**config.mk**
```make
export PLATFORM = sky130hd
export DESIGN_NAME = servo_pwm_decoder
export DESIGN_NICKNAME = d
export VERILOG_FILES = /design/src/rtl/servo_pwm_decoder.sv
export SDC_FILE = /design/constraint.sdc
export NUM_CORES = 1
export LEC_CHECK = 0
export ABC_AREA = 1
export CAP_MARGIN = 5
export CELL_PAD_IN_SITES_DETAIL_PLACEMENT = 1
export CELL_PAD_IN_SITES_GLOBAL_PLACEMENT = 1
export CORE_MARGIN = 5
export CORE_UTILIZATION = 47
export CTS_CLUSTER_DIAMETER = 40
export CTS_CLUSTER_SIZE = 24
export DETAILED_ROUTE_END_ITERATION = 16
export DONT_BUFFER_PORTS = 1
export PLACE_DENSITY_LB_ADDON = 0.1
export SLEW_MARGIN = 0
export SYNTH_ARGS = -nofsm -noshare
export SYNTH_HDL_FRONTEND = slang
export SYNTH_SLANG_ARGS = --single-unit
export TNS_END_PERCENT = 20
```
**constraint.sdc**
```tcl
create_clock -name clk -period 5.2 [get_ports clk]
set_input_delay 0.52 -clock clk [delete_from_list [all_inputs] [get_ports clk]]
set_output_delay 0.52 -clock clk [all_outputs]
set_load 0.05 [all_outputs]
```
**src/rtl/servo_pwm_decoder.sv**
```systemverilog
// Servo PWM receiver: measures high time and rise-to-rise period of a 50 Hz
// servo pulse train and converts the high time back to an angle of 0..180.
module servo_pwm_decoder #(
  parameter int unsigned CLOCK_FREQ    = 50_000_000,
  parameter int unsigned MIN_PULSE_CYC = CLOCK_FREQ / 1000,
  parameter int unsigned MAX_PULSE_CYC = CLOCK_FREQ / 500,
  parameter int unsigned TIMEOUT_CYC   = (CLOCK_FREQ / 100) * 3
) (
  input  logic        clk,
  input  logic        rst,
  input  logic        pwm_in,
  output logic [7:0]  angle,
  output logic        angle_valid,
  output logic [31:0] pulse_width,
  output logic [31:0] period_cycles,
  output logic        out_of_range,
  output logic        signal_lost
);

  typedef enum logic [1:0] {
    ST_IDLE  = 2'd0,
    ST_ARMED = 2'd1,
    ST_HIGH  = 2'd2,
    ST_LOW   = 2'd3
  } state_t;

  localparam logic [31:0] MIN_W     = 32'(MIN_PULSE_CYC);
  localparam logic [31:0] MAX_W     = 32'(MAX_PULSE_CYC);
  localparam logic [31:0] TIMEOUT_W = 32'(TIMEOUT_CYC);
  localparam logic [39:0] DIV_W     = 40'(MAX_PULSE_CYC - MIN_PULSE_CYC);
  localparam logic [39:0] FULL_W    = DIV_W * 40'd180;

  state_t      state_r;
  state_t      state_s;
  logic        sync1_r;
  logic        sync2_r;
  logic        prev_r;
  logic [1:0]  warm_r;
  logic        warm_done_s;
  logic        rise_s;
  logic        fall_s;
  logic [31:0] hi_cnt_r;
  logic [31:0] per_cnt_r;
  logic        start_s;
  logic        hi_inc_s;
  logic        per_inc_s;
  logic        launch_s;
  logic        period_upd_s;
  logic        timeout_s;
  logic [39:0] num_s;
  logic        oor_s;
  logic        conv_busy_r;
  logic [3:0]  step_r;
  logic [39:0] rem_r;
  logic [39:0] dvs_r;
  logic [7:0]  quo_r;
  logic        oor_r;
  logic        ge_s;
  logic        done_s;

  assign warm_done_s = (warm_r == 2'd2);
  assign rise_s      = sync2_r & ~prev_r;
  assign fall_s      = ~sync2_r & prev_r;
  assign ge_s        = (rem_r >= dvs_r);
  assign done_s      = conv_busy_r & (step_r == 4'd8) & ~launch_s;

  // Input synchronizer, edge-detect delay and post-reset warm-up counter.
  always_ff @(posedge clk) begin
    if (rst) begin
      sync1_r <= 1'b0;
      sync2_r <= 1'b0;
      prev_r  <= 1'b0;
      warm_r  <= 2'd0;
    end else begin
      sync1_r <= pwm_in;
      sync2_r <= sync1_r;
      prev_r  <= sync2_r;
      if (!warm_done_s) begin
        warm_r <= warm_r + 2'd1;
      end
    end
  end

  // FSM state register.
  always_ff @(posedge clk) begin
    if (rst) begin
      state_r <= ST_IDLE;
    end else begin
      state_r <= state_s;
    end
  end

  // FSM next state and per-cycle control strobes.
  always_comb begin
    state_s      = state_r;
    start_s      = 1'b0;
    hi_inc_s     = 1'b0;
    per_inc_s    = 1'b0;
    launch_s     = 1'b0;
    period_upd_s = 1'b0;
    timeout_s    = 1'b0;
    case (state_r)
      ST_IDLE: begin
        // Zeros left in the synchronizer by reset are not a real low level.
        if (warm_done_s && !sync2_r) begin
          state_s = ST_ARMED;
        end else begin
          state_s = ST_IDLE;
        end
      end
      ST_ARMED: begin
        if (rise_s) begin
          state_s = ST_HIGH;
          start_s = 1'b1;
        end else begin
          state_s = ST_ARMED;
        end
      end
      ST_HIGH: begin
        if (fall_s) begin
          state_s   = ST_LOW;
          launch_s  = 1'b1;
          per_inc_s = 1'b1;
        end else if (hi_cnt_r == TIMEOUT_W) begin
          state_s   = ST_IDLE;
          timeout_s = 1'b1;
        end else begin
          hi_inc_s  = 1'b1;
          per_inc_s = 1'b1;
        end
      end
      ST_LOW: begin
        if (rise_s) begin
          state_s      = ST_HIGH;
          start_s      = 1'b1;
          period_upd_s = 1'b1;
        end else if (per_cnt_r == TIMEOUT_W) begin
          state_s   = ST_IDLE;
          timeout_s = 1'b1;
        end else begin
          per_inc_s = 1'b1;
        end
      end
      default: begin
        state_s = ST_IDLE;
      end
    endcase
  end

  // High-time and period counters.
  always_ff @(posedge clk) begin
    if (rst) begin
      hi_cnt_r  <= 32'd0;
      per_cnt_r <= 32'd0;
    end else if (start_s) begin
      hi_cnt_r  <= 32'd1;
      per_cnt_r <= 32'd1;
    end else begin
      if (hi_inc_s) begin
        hi_cnt_r <= hi_cnt_r + 32'd1;
      end
      if (per_inc_s) begin
        per_cnt_r <= per_cnt_r + 32'd1;
      end
    end
  end

  // Raw measurement outputs.
  always_ff @(posedge clk) begin
    if (rst) begin
      pulse_width   <= 32'd0;
      period_cycles <= 32'd0;
    end else begin
      if (launch_s) begin
        pulse_width <= hi_cnt_r;
      end
      if (period_upd_s) begin
        period_cycles <= per_cnt_r;
      end
    end
  end

  // Divider setup: out-of-range widths are clamped so every case takes the same path.
  always_comb begin
    num_s = 40'd0;
    oor_s = 1'b0;
    if (hi_cnt_r < MIN_W) begin
      num_s = 40'd0;
      oor_s = 1'b1;
    end else if (hi_cnt_r > MAX_W) begin
      num_s = FULL_W;
      oor_s = 1'b1;
    end else begin
      num_s = 40'(hi_cnt_r - MIN_W) * 40'd180;
      oor_s = 1'b0;
    end
  end

  // Restoring divider: load, 8 quotient bits MSB first, then publish.
  always_ff @(posedge clk) begin
    if (rst) begin
      conv_busy_r  <= 1'b0;
      step_r       <= 4'd0;
      rem_r        <= 40'd0;
      dvs_r        <= 40'd0;
      quo_r        <= 8'd0;
      oor_r        <= 1'b0;
      angle        <= 8'd0;
      out_of_range <= 1'b0;
      angle_valid  <= 1'b0;
    end else begin
      angle_valid <= 1'b0;
      if (launch_s) begin
        conv_busy_r <= 1'b1;
        step_r      <= 4'd0;
        rem_r       <= num_s;
        dvs_r       <= DIV_W << 7;
        quo_r       <= 8'd0;
        oor_r       <= oor_s;
      end else if (done_s) begin
        conv_busy_r  <= 1'b0;
        angle        <= quo_r;
        out_of_range <= oor_r;
        angle_valid  <= 1'b1;
      end else if (conv_busy_r) begin
        if (ge_s) begin
          rem_r <= rem_r - dvs_r;
        end
        quo_r  <= {quo_r[6:0], ge_s};
        dvs_r  <= dvs_r >> 1;
        step_r <= step_r + 4'd1;
      end
    end
  end

  // Sticky loss flag; a timeout wins over a coincident publish.
  always_ff @(posedge clk) begin
    if (rst) begin
      signal_lost <= 1'b0;
    end else if (timeout_s) begin
      signal_lost <= 1'b1;
    end else if (done_s) begin
      signal_lost <= 1'b0;
    end
  end

endmodule

```
# Word-level counts from Yosys, hierarchy flattened

Index checks and enable logic that the tools add are counted.

Bits in registers: 223
Input bits: 3
Output and inout port bits: 75
Logic and storage cells: 110

Add/subtract/negate cells: 6
Multiply operators: 1
$lt $le $gt $ge: 3
Equal/unequal tests: 10
Mux-type cells: 43
Bitwise gates (word level): 8
Reduce and logical (&&, ||, !) cells: 17

Operators with widths:

| kind                     | number |
|---|---|
| $mux W40                 | 6 |
| $mux W23                 | 3 |
| $add A32 B1 Y32 const B  | 2 |
| $eq A32 B21 Y1 const B   | 2 |
| $ge A40 B23 Y1           | 1 |
| $mul A40 B6 Y38 const B  | 1 |
| $sub A40 B23 Y40         | 1 |
| $sub A32 B16 Y33 const B | 1 |
| $gt A32 B17 Y1 const B   | 1 |
| $lt A32 B16 Y1 const B   | 1 |
| $mux W1                  | 26 |
| $reduce_bool A2 Y1       | 6 |
| $mux W2                  | 5 |
| $pmux W2 S4              | 1 |
| $reduce_and A2 Y1        | 4 |
| $eq A2 B2 Y1 const B     | 3 |
| $ne A3 B3 Y1 const B     | 2 |
| $reduce_or A2 Y1         | 3 |
| $add A4 B1 Y4 const B    | 1 |
| $and A1 B1 Y1            | 4 |
| $eq A4 B4 Y1 const B     | 1 |
| $not A1 Y1               | 4 |
| $pmux W1 S2              | 2 |
| $reduce_and A3 Y1        | 1 |
| 6 further kinds          | 6 |

# Depth between registers and ports, before layout

Gate-level depths: netlist (run 1).

Word-level depth: 8
Mapped depth: 30
Depth with buffers taken out: 29

# Worst setup path before layout (run 1)

OpenSTA, ideal clock, no wires.

Kind: register to register
Start: register hi_cnt_r[4]
End: register rem_r[34]
Setup time: 109 ps
Data arrival time: 4132 ps
Required time: 5091 ps
Slack: 959 ps
Stages on the path, launching flop included: 25
Path buffers: 0
Clock period less this slack: 4241 ps
Path through: dfxtp_1 > inv_1 > ha_1 > o21ai_1 > nand3_1 > nand2_1 > inv_1 > nand2_1 > nor3_1 > xor2_1 > ha_1 > inv_1 > fa_1 > fa_1 > inv_1 > ha_1 > a21oi_1 > o21ai_0 > o21bai_1 > nor2_1 > nand3_1 > nand3_1 > nand3_2 > nand2_1 > inv_1

Word-level cells in the longest chain between the ends: 5
Elaborated cells on any way between the ends: 7
Those cells by class: add/sub (1); mul (1); order compare (2); mux (3)

Ends and longest elaborated chain:

| what                   | RTL line | source |
|---|---|---|
| from (decl)            | 42       | `logic [31:0] hi_cnt_r;` |
| from (signal assigned) | 160      | `hi_cnt_r <= hi_cnt_r + 32'd1;` |
| $sub A32 B16 Y33       | 194      | `num_s = 40'(hi_cnt_r - MIN_W) * 40'd180;` |
| $mul A40 B6 Y38        | 194      |  |
| $mux W40               | 190      | `end else if (hi_cnt_r > MAX_W) begin` |
| $mux W40 *             | 187      | `if (hi_cnt_r < MIN_W) begin` |
| $mux W40 *             | 213      | `if (launch_s) begin` |
| to (signal assigned)   | 216      | `rem_r <= num_s;` |
| to (signal assigned)   | 227      | `rem_r <= rem_r - dvs_r;` |
| to (decl)              | 54       | `logic [39:0] rem_r;` |

Every way passes the cells marked *; elsewhere a longest branch is shown, timed or not.
A chain may end at the register's enable or synchronous reset.

# Final worst setup path (run 1)

Start: register hi_cnt_r[4]
End: register rem_r[38]

Same word-level chain as after synthesis.

==> results of run 1 <==
## cell usage after synthesis (all sizes together) (9+ instances only)
library cell	n
a21oi	225
buf	42
clkbuf	46
dfxtp	223
fa	53
ha	114
inv	459
nand2	722
nand3	139
nand3b	11
nand4	39
nor2	364
nor3	52
nor4	18
o21ai	177
or2	9
xnor2	18
xor2	81
## routing by layer
layer / GRT usage, % / vias to the layer above / part of all wire (%)
met2: 48.9 / 381 / 46
met5: 0 / - / 0
met4: 7.99 / 0 / 2.5
met3: 4.61 / 88 / 5.2
li1: - / 8807 / -
met1: 39.4 / 8769 / 46
## worst paths after layout
kind | start | endpoint | slack [ns] | cells past startpoint
min reg2reg | sync1_r$_SDFF_PP0_ | sync2_r$_SDFF_PP0_ | 0.42 | 2
min | rst | sync2_r$_SDFF_PP0_ | 0.03 | 1
max | hi_cnt_r[4]$_SDFFE_PP0P_ | rem_r[38]$_SDFFE_PP0P_ | 0.28 | 26
max reg2reg | hi_cnt_r[4]$_SDFFE_PP0P_ | rem_r[38]$_SDFFE_PP0P_ | 0.28 | 26
## stage by stage
stage / setup TNS [ns] / power (uW) / hold slack (ns) / utilization, % / instances
floorplan: 0 / 1990 / 0.388 / - / 2812
global placement: 0 / 2060 / 0.407 / 48.5 / 3260
detailed placement: -0.0283 / 2070 / 0.404 / 48.5 / 3260
CTS: 0 / 4990 / 0.000417 / 52.5 / 3334
global route: -0.111 / 5120 / 0.00643 / 52.8 / 3335
finish: 0 / 4950 / 0.0254 / 52.8 / 3335
## cell usage in the layout (no fill, tap or decap), drive strengths merged, types with 2 or more instances in the layout
master	Yosys	layout
o21ai	177	177
dfxtp	223	223
buf	42	27
a21oi	225	225
xor2	81	81
a31oi	4	4
o21bai	4	4
fa	53	53
a21boi	2	2
nor2	364	364
bufinv	0	8
clkbuf	46	45
nand2	722	722
and2	2	2
nand3	139	139
nor4	18	18
clkinv	1	12
nand4	39	39
nand3b	11	11
or2	9	9
dlygate4sd3	0	2
inv	459	465
nor3	52	52
xnor2	18	18
ha	114	114
## cell families (layout without fill, tap and decap cells)
group           count (synthesis)  after routing  synth area share [%]
flops                         223            223                  25.1
compound gates                417            417                  11.9
xor+xnor                       99             99                  4.87
buf+inv                       548            560                  12.1
fa+ha+maj                     167            167                  14.0
simple gates                 1358           1358                  32.1
## state kept, by name (all words and copies together), names as in the netlist, 2 cells and up
register / flops
rem_r: 40
hi_cnt_r: 32
per_cnt_r: 32
period_cycles: 32
pulse_width: 32
dvs_r: 23
angle: 8
quo_r: 8
step_r: 4
state_r: 2
warm_r: 2
## cell type report
cell class,instances,area [um^2],area share (%)
repair buffers,29,223,1.12
flip-flops and latches,223,4470,22.5
multi-input cells,2041,11300,57.0
inverters,460,1730,8.72
clock buffers,45,1050,5.29
clock inverters,26,424,2.14
well taps,511,639,3.22
## timing repair
item | CTS | global route
setup endpoints to repair | 5 | 14
hold buffers | 2 | 0
setup buffers | 1 | 1
hold endpoints to repair | 13 | 0
cloned | 0 | 0
pin swaps | 0 | 3
gates resized for setup | 4 | 35
## worst max-delay path, stage by stage (launching register included)
cell     delay (ns)
dfxtp_1        0.33
inv_1          0.12
ha_2           0.24
o21ai_2        0.20
nand3_1        0.12
nand2_2        0.13
buf_4          0.15
inv_1          0.07
nand2_2        0.10
xor2_1         0.28
ha_1           0.32
ha_1           0.35
xnor2_1        0.17
fa_1           0.52
inv_1          0.04
ha_1           0.38
nand2_1        0.17
inv_1          0.06
a21oi_1        0.22
nand2_1        0.15
a21oi_1        0.20
nand2_1        0.07
nand2_1        0.06
nand3_1        0.12
nand3_1        0.14
nand2_1        0.07
inv_1          0.05
## power by group through the flow
stage	registers, uW	clock network, uW	logic [uW]
6_report	1740	2900	307
5_1_grt	1740	3030	340
4_1_cts	1740	2950	306
3_5_place_dp	1780	0	297
3_3_place_gp	1780	0	287
2_1_floorplan	1770	0	214
==> results.py, run 1 <==
metrics = {
    "clock_tree": {
        "numCtsBuffers": 40,
        "cts_max_path_buffers": 3,
        "clk_transition_reported_paths_ns": 0.06,
        "htree_levels": 2,
        "cts_tree": "done",
        "clk_latency_ns": 0.58,
        "cts_root_buffer": "clkbuf_16",
        "cts_sinks": 223,
    },
    "synth": {
        "ys_top_cells_by_area": "dfxtp_1, nand2_1, inv_1",
        "synth_top_area_share_pct": 25.1,
        "synth-edff-count": 0,
        "synth_area_mm2": 0.0178,
        "yosysWarnings": 0,
        "netlist_instances": 2812,
        "synth.distinct_cells": 46,
        "yosysTopAreaCell": "dfxtp_1",
        "synth_fp_nets": 2982,
        "syn_avg_cell_area_um2": 6.33,
        "ys_ff_latch": 223,
        "async_flop_share_pct": 0,
        "yosys_most_used_dff": "dfxtp_1",
        "yosysSeqAreaShare_pct": 25.1,
    },
    "die": {
        "die_h_um": 205,
        "die_area_mm2": 0.0419,
        "dieWidth_um": 205,
        "core_area_mm2": 0.0376,
        "initial_core_util_pct": 47.4,
        "ios": 78,
        "rows": 71,
    },
    "detailed_routing": {
        "dr.pass1.iters": 5,
        "vias": 18000,
        "drtIter0Drc": 1043,
        "antenna_left": 0,
        "wire_per_inst_um": 18.5,
        "drt_wl_total_um": 61800,
        "drc": 0,
        "via_per_inst": 5.41,
    },
    "worst_setup_path": {
        "crit_type": "reg -> reg",
        "crit_fanout": 5,
        "cp-start-kind": "flop",
        "cp.arrival_ns": 5.40,
        "end_kind": "flop",
        "worstPathRequired_ns": 5.68,
    },
    "power_and_ir_drop": {
        "p_sw_uw": 1260,
        "p_seq_share_pct": 35.2,
        "comb_power_share_pct": 6.2,
        "p_leak_uw": 0.00995,
        "peakVddDrop_mv": 0.248,
        "p_clk_share_pct": 58.6,
        "swShare_pct": 25.4,
        "powerDensity_mw_per_mm2": 249,
        "internal_power_uw": 3690,
    },
    "grt": {
        "grt_pass1_wl_um": 99100,
        "antenna_found_initial": 0,
        "grt_pass1_vias": 18900,
        "track_usage_pct": 29.2,
        "grt_overflow": 0,
        "grt_max_degree": 113,
    },
    "timing": {
        "worst_slack_ns": 0.277,
        "worst_pin_slew_ns": 1.12,
        "setup_violations": 0,
        "fmaxAchievable_mhz": 203,
        "clock_skew_ns": 0.0579,
        "max_slew_margin_pct": 25.1,
        "final_max_slew_viol_count": 0,
        "finalCritPeriodShare_pct": 94.7,
        "min_period_ns": 4.92,
        "finalHoldViolCount": 0,
        "rsz0062_at_grt": "true",
    },
    "cells_and_area": {
        "syn_to_final_growth_pct": 11.5,
        "fillCellCount": 5120,
        "drive_gt1_share_pct": 6.87,
        "fin_nets": 2965,
        "n_antenna_cell": 0,
        "final_cell_area_mm2": 0.0198,
    },
    "flow_run": {
        "cap_violations": 0,
    },
    "placed_design": {
        "dp_hpwl_um": 47600,
        "gp_congestion": 0.957,
        "dpl_worst_slack_ns": -0.0283,
        "io_buffers": 0,
        "dpl_cell_area_mm2": 0.0182,
    },
    "status": {
        "run_status": "finished, final reports clean",
    },
    "worst_hold_path": {
        "hold_path_class": "in -> reg",
    },
}
No activity file was read; power rests on OpenSTA's default activity.
==> run 2: changes to the inputs <==
--- a/config.mk
+++ b/config.mk
@@ -10,12 +10,14 @@
 export CELL_PAD_IN_SITES_DETAIL_PLACEMENT = 1
 export CELL_PAD_IN_SITES_GLOBAL_PLACEMENT = 1
 export CORE_MARGIN = 5
-export CORE_UTILIZATION = 47
+export CORE_UTILIZATION = 48
+export CTS_BUF_LIST = sky130_fd_sc_hd__clkbuf_8
 export CTS_CLUSTER_DIAMETER = 40
 export CTS_CLUSTER_SIZE = 24
 export DETAILED_ROUTE_END_ITERATION = 16
 export DONT_BUFFER_PORTS = 1
 export PLACE_DENSITY_LB_ADDON = 0.1
+export RECOVER_POWER = 25
 export SLEW_MARGIN = 0
 export SYNTH_ARGS = -nofsm -noshare
 export SYNTH_HDL_FRONTEND = slang
==> results.py, run 2 (synthesized netlist as in run 1, its figures left out) <==
metrics = {
    "timing": {
        "rsz0062_at_grt": "true",
        "max_slew_margin_pct": 22.0,
        "tns_ns": 0,
        "fmaxAchievable_mhz": 200,
        "finalCritPeriodShare_pct": 96.2,
        "clock_skew_ns": 0.0374,
        "finalHoldViolCount": 0,
        "worst_pin_slew_ns": 1.17,
        "min_period_ns": 5.00,
        "setup_violations": 0,
        "final_max_slew_viol_count": 0,
    },
    "detailed_routing": {
        "drtIter0Drc": 950,
        "vias": 17900,
        "antenna_left": 0,
        "drc": 0,
        "drt_wl_total_um": 60500,
        "wire_per_inst_um": 18.4,
        "dr.pass1.iters": 5,
        "via_per_inst": 5.46,
    },
    "worst_setup_path": {
        "crit_type": "reg -> reg",
        "worstPathRequired_ns": 5.71,
        "r2r-start": "hi_cnt_r[4]$_SDFFE_PP0P_",
        "crit_fanout": 6,
        "cp.arrival_ns": 5.51,
        "end_kind": "flop",
        "rrSetupSlack_ns": 0.20,
        "r2r_end": "rem_r[31]$_SDFFE_PP0P_",
        "r2r_cells": 26,
        "cp-start-kind": "flop",
    },
    "worst_hold_path": {
        "min_to": "rem_r[24]$_SDFFE_PP0P_",
        "hold_path_class": "in -> reg",
        "holdCritStartpoint": "rst",
        "min_path_cells": 3,
    },
    "clock_tree": {
        "cts_tree": "done",
        "clk_transition_reported_paths_ns": 0.08,
        "cts_max_path_buffers": 3,
        "clk_latency_ns": 0.61,
        "htree_levels": 2,
        "cts_sinks": 223,
        "numCtsBuffers": 38,
        "cts_root_buffer": "clkbuf_8",
    },
    "cells_and_area": {
        "syn_to_final_growth_pct": 7.54,
        "n_antenna_cell": 0,
        "fin_util_pct": 52.3,
        "final_common_cell": "nand2_1",
        "largest_reg_flops": 40,
        "instances_no_fill": 3290,
        "regMostFlops": "rem_r",
        "drive_gt1_share_pct": 6.63,
        "fin_nets": 2963,
        "mostFrequentLayoutCells": "nand2_1, inv_1, nor2_1",
    },
    "grt": {
        "grt_pass1_wl_um": 98100,
        "grt_overflow": 0,
        "grt_pass1_vias": 19000,
        "antenna_found_initial": 0,
        "track_usage_pct": 29.2,
        "grt_max_degree": 113,
    },
    "die": {
        "initial_core_util_pct": 48.6,
        "ios": 78,
        "dieWidth_um": 203,
        "core_area_mm2": 0.0366,
        "die_h_um": 203,
        "rows": 70,
        "die_area_mm2": 0.0411,
    },
    "placed_design": {
        "io_buffers": 0,
        "dp_cells": 3218,
        "gp_congestion": 0.952,
        "dp_hpwl_um": 47600,
    },
    "power_and_ir_drop": {
        "peakVddDrop_mv": 0.184,
        "p_leak_uw": 0.00968,
        "power_uw": 3820,
        "powerDensity_mw_per_mm2": 199,
    },
    "status": {
        "run_status": "finished, final reports clean",
    },
    "flow_run": {
        "cap_violations": 0,
    },
}
[run 2: worst max path at each step]
stage                                        start  slack (ns)                endpoint
final                     hi_cnt_r[4]$_SDFFE_PP0P_        0.20  rem_r[31]$_SDFFE_PP0P_
after CTS                 hi_cnt_r[4]$_SDFFE_PP0P_        0.07  rem_r[31]$_SDFFE_PP0P_
after global placement    hi_cnt_r[4]$_SDFFE_PP0P_       0.005  rem_r[31]$_SDFFE_PP0P_
after detailed placement  hi_cnt_r[4]$_SDFFE_PP0P_       -0.04  rem_r[31]$_SDFFE_PP0P_
after floorplan           hi_cnt_r[4]$_SDFFE_PP0P_        0.96  rem_r[34]$_SDFFE_PP0P_
after global routing      hi_cnt_r[4]$_SDFFE_PP0P_       -0.04  rem_r[25]$_SDFFE_PP0P_
[run 2: per-layer routing]
layer / global-route usage, % / wire, um / vias to the layer above / share of wire, %
met2: 48.8 / 27800 / 379 / 46
met4: 8.66 / 1670 / 0 / 2.8
met5: 0 / 0 / - / 0
met1: 38.0 / 27400 / 8663 / 45
li1: - / - / 8810 / -
met3: 6.28 / 3600 / 97 / 5.9
[run 2: final cells by class]
| class | count | area (um^2) |
|---|---|---|
| clock buffer | 43 | 592 |
| clock inverter | 26 | 253 |
| fill | 5085 | 17500 |
| inverter | 460 | 1730 |
| multi-input combinational | 2041 | 11300 |
| sequential | 223 | 4470 |
| tap | 468 | 586 |
| timing repair buffer | 29 | 223 |
[run 2: through the flow]
stage / area [um^2] / hold slack (ns) / worst slack (ns)
detailed placement: 18200 / 0.407 / -0.0388
finish: 19100 / 0.115 / 0.199
floorplan: 17800 / 0.388 / 0.959
CTS: 19000 / 0.0588 / 0.0704
global placement: 18200 / 0.409 / 0.00527
global route: 19100 / 0.103 / -0.0369
[run 2: critical path, cell delays in order (launching register included)]
cell,delay [ns]
dfxtp_2,0.40
inv_1,0.13
ha_1,0.26
o21ai_2,0.20
nand3_1,0.11
nand2_2,0.15
inv_1,0.09
nand2_1,0.12
xor2_1,0.29
ha_1,0.31
ha_1,0.34
xnor2_1,0.15
fa_1,0.53
inv_1,0.05
ha_1,0.39
nand2_1,0.14
nor2_2,0.18
inv_1,0.10
nor2_2,0.22
nand3_1,0.20
inv_1,0.10
nor2_1,0.05
nand2_1,0.05
nand2_1,0.05
nor2_1,0.14
nor2_1,0.06
nor2_1,0.07
[run 2: repair_timing]
item	CTS	global route
endpoints found under the setup margin	1	17
hold buffers	2	0
resized for setup	2	28
hold endpoints to repair	17	0
setup buffers	0	1
[run 2: power by group]
part / leakage, uW / total [uW] / internal, uW / switching, uW
combinational: 0.00744 / 306 / 88.4 / 218
clock: 0.000442 / 1770 / 840 / 935
sequential: 0.00180 / 1740 / 1720 / 17.3
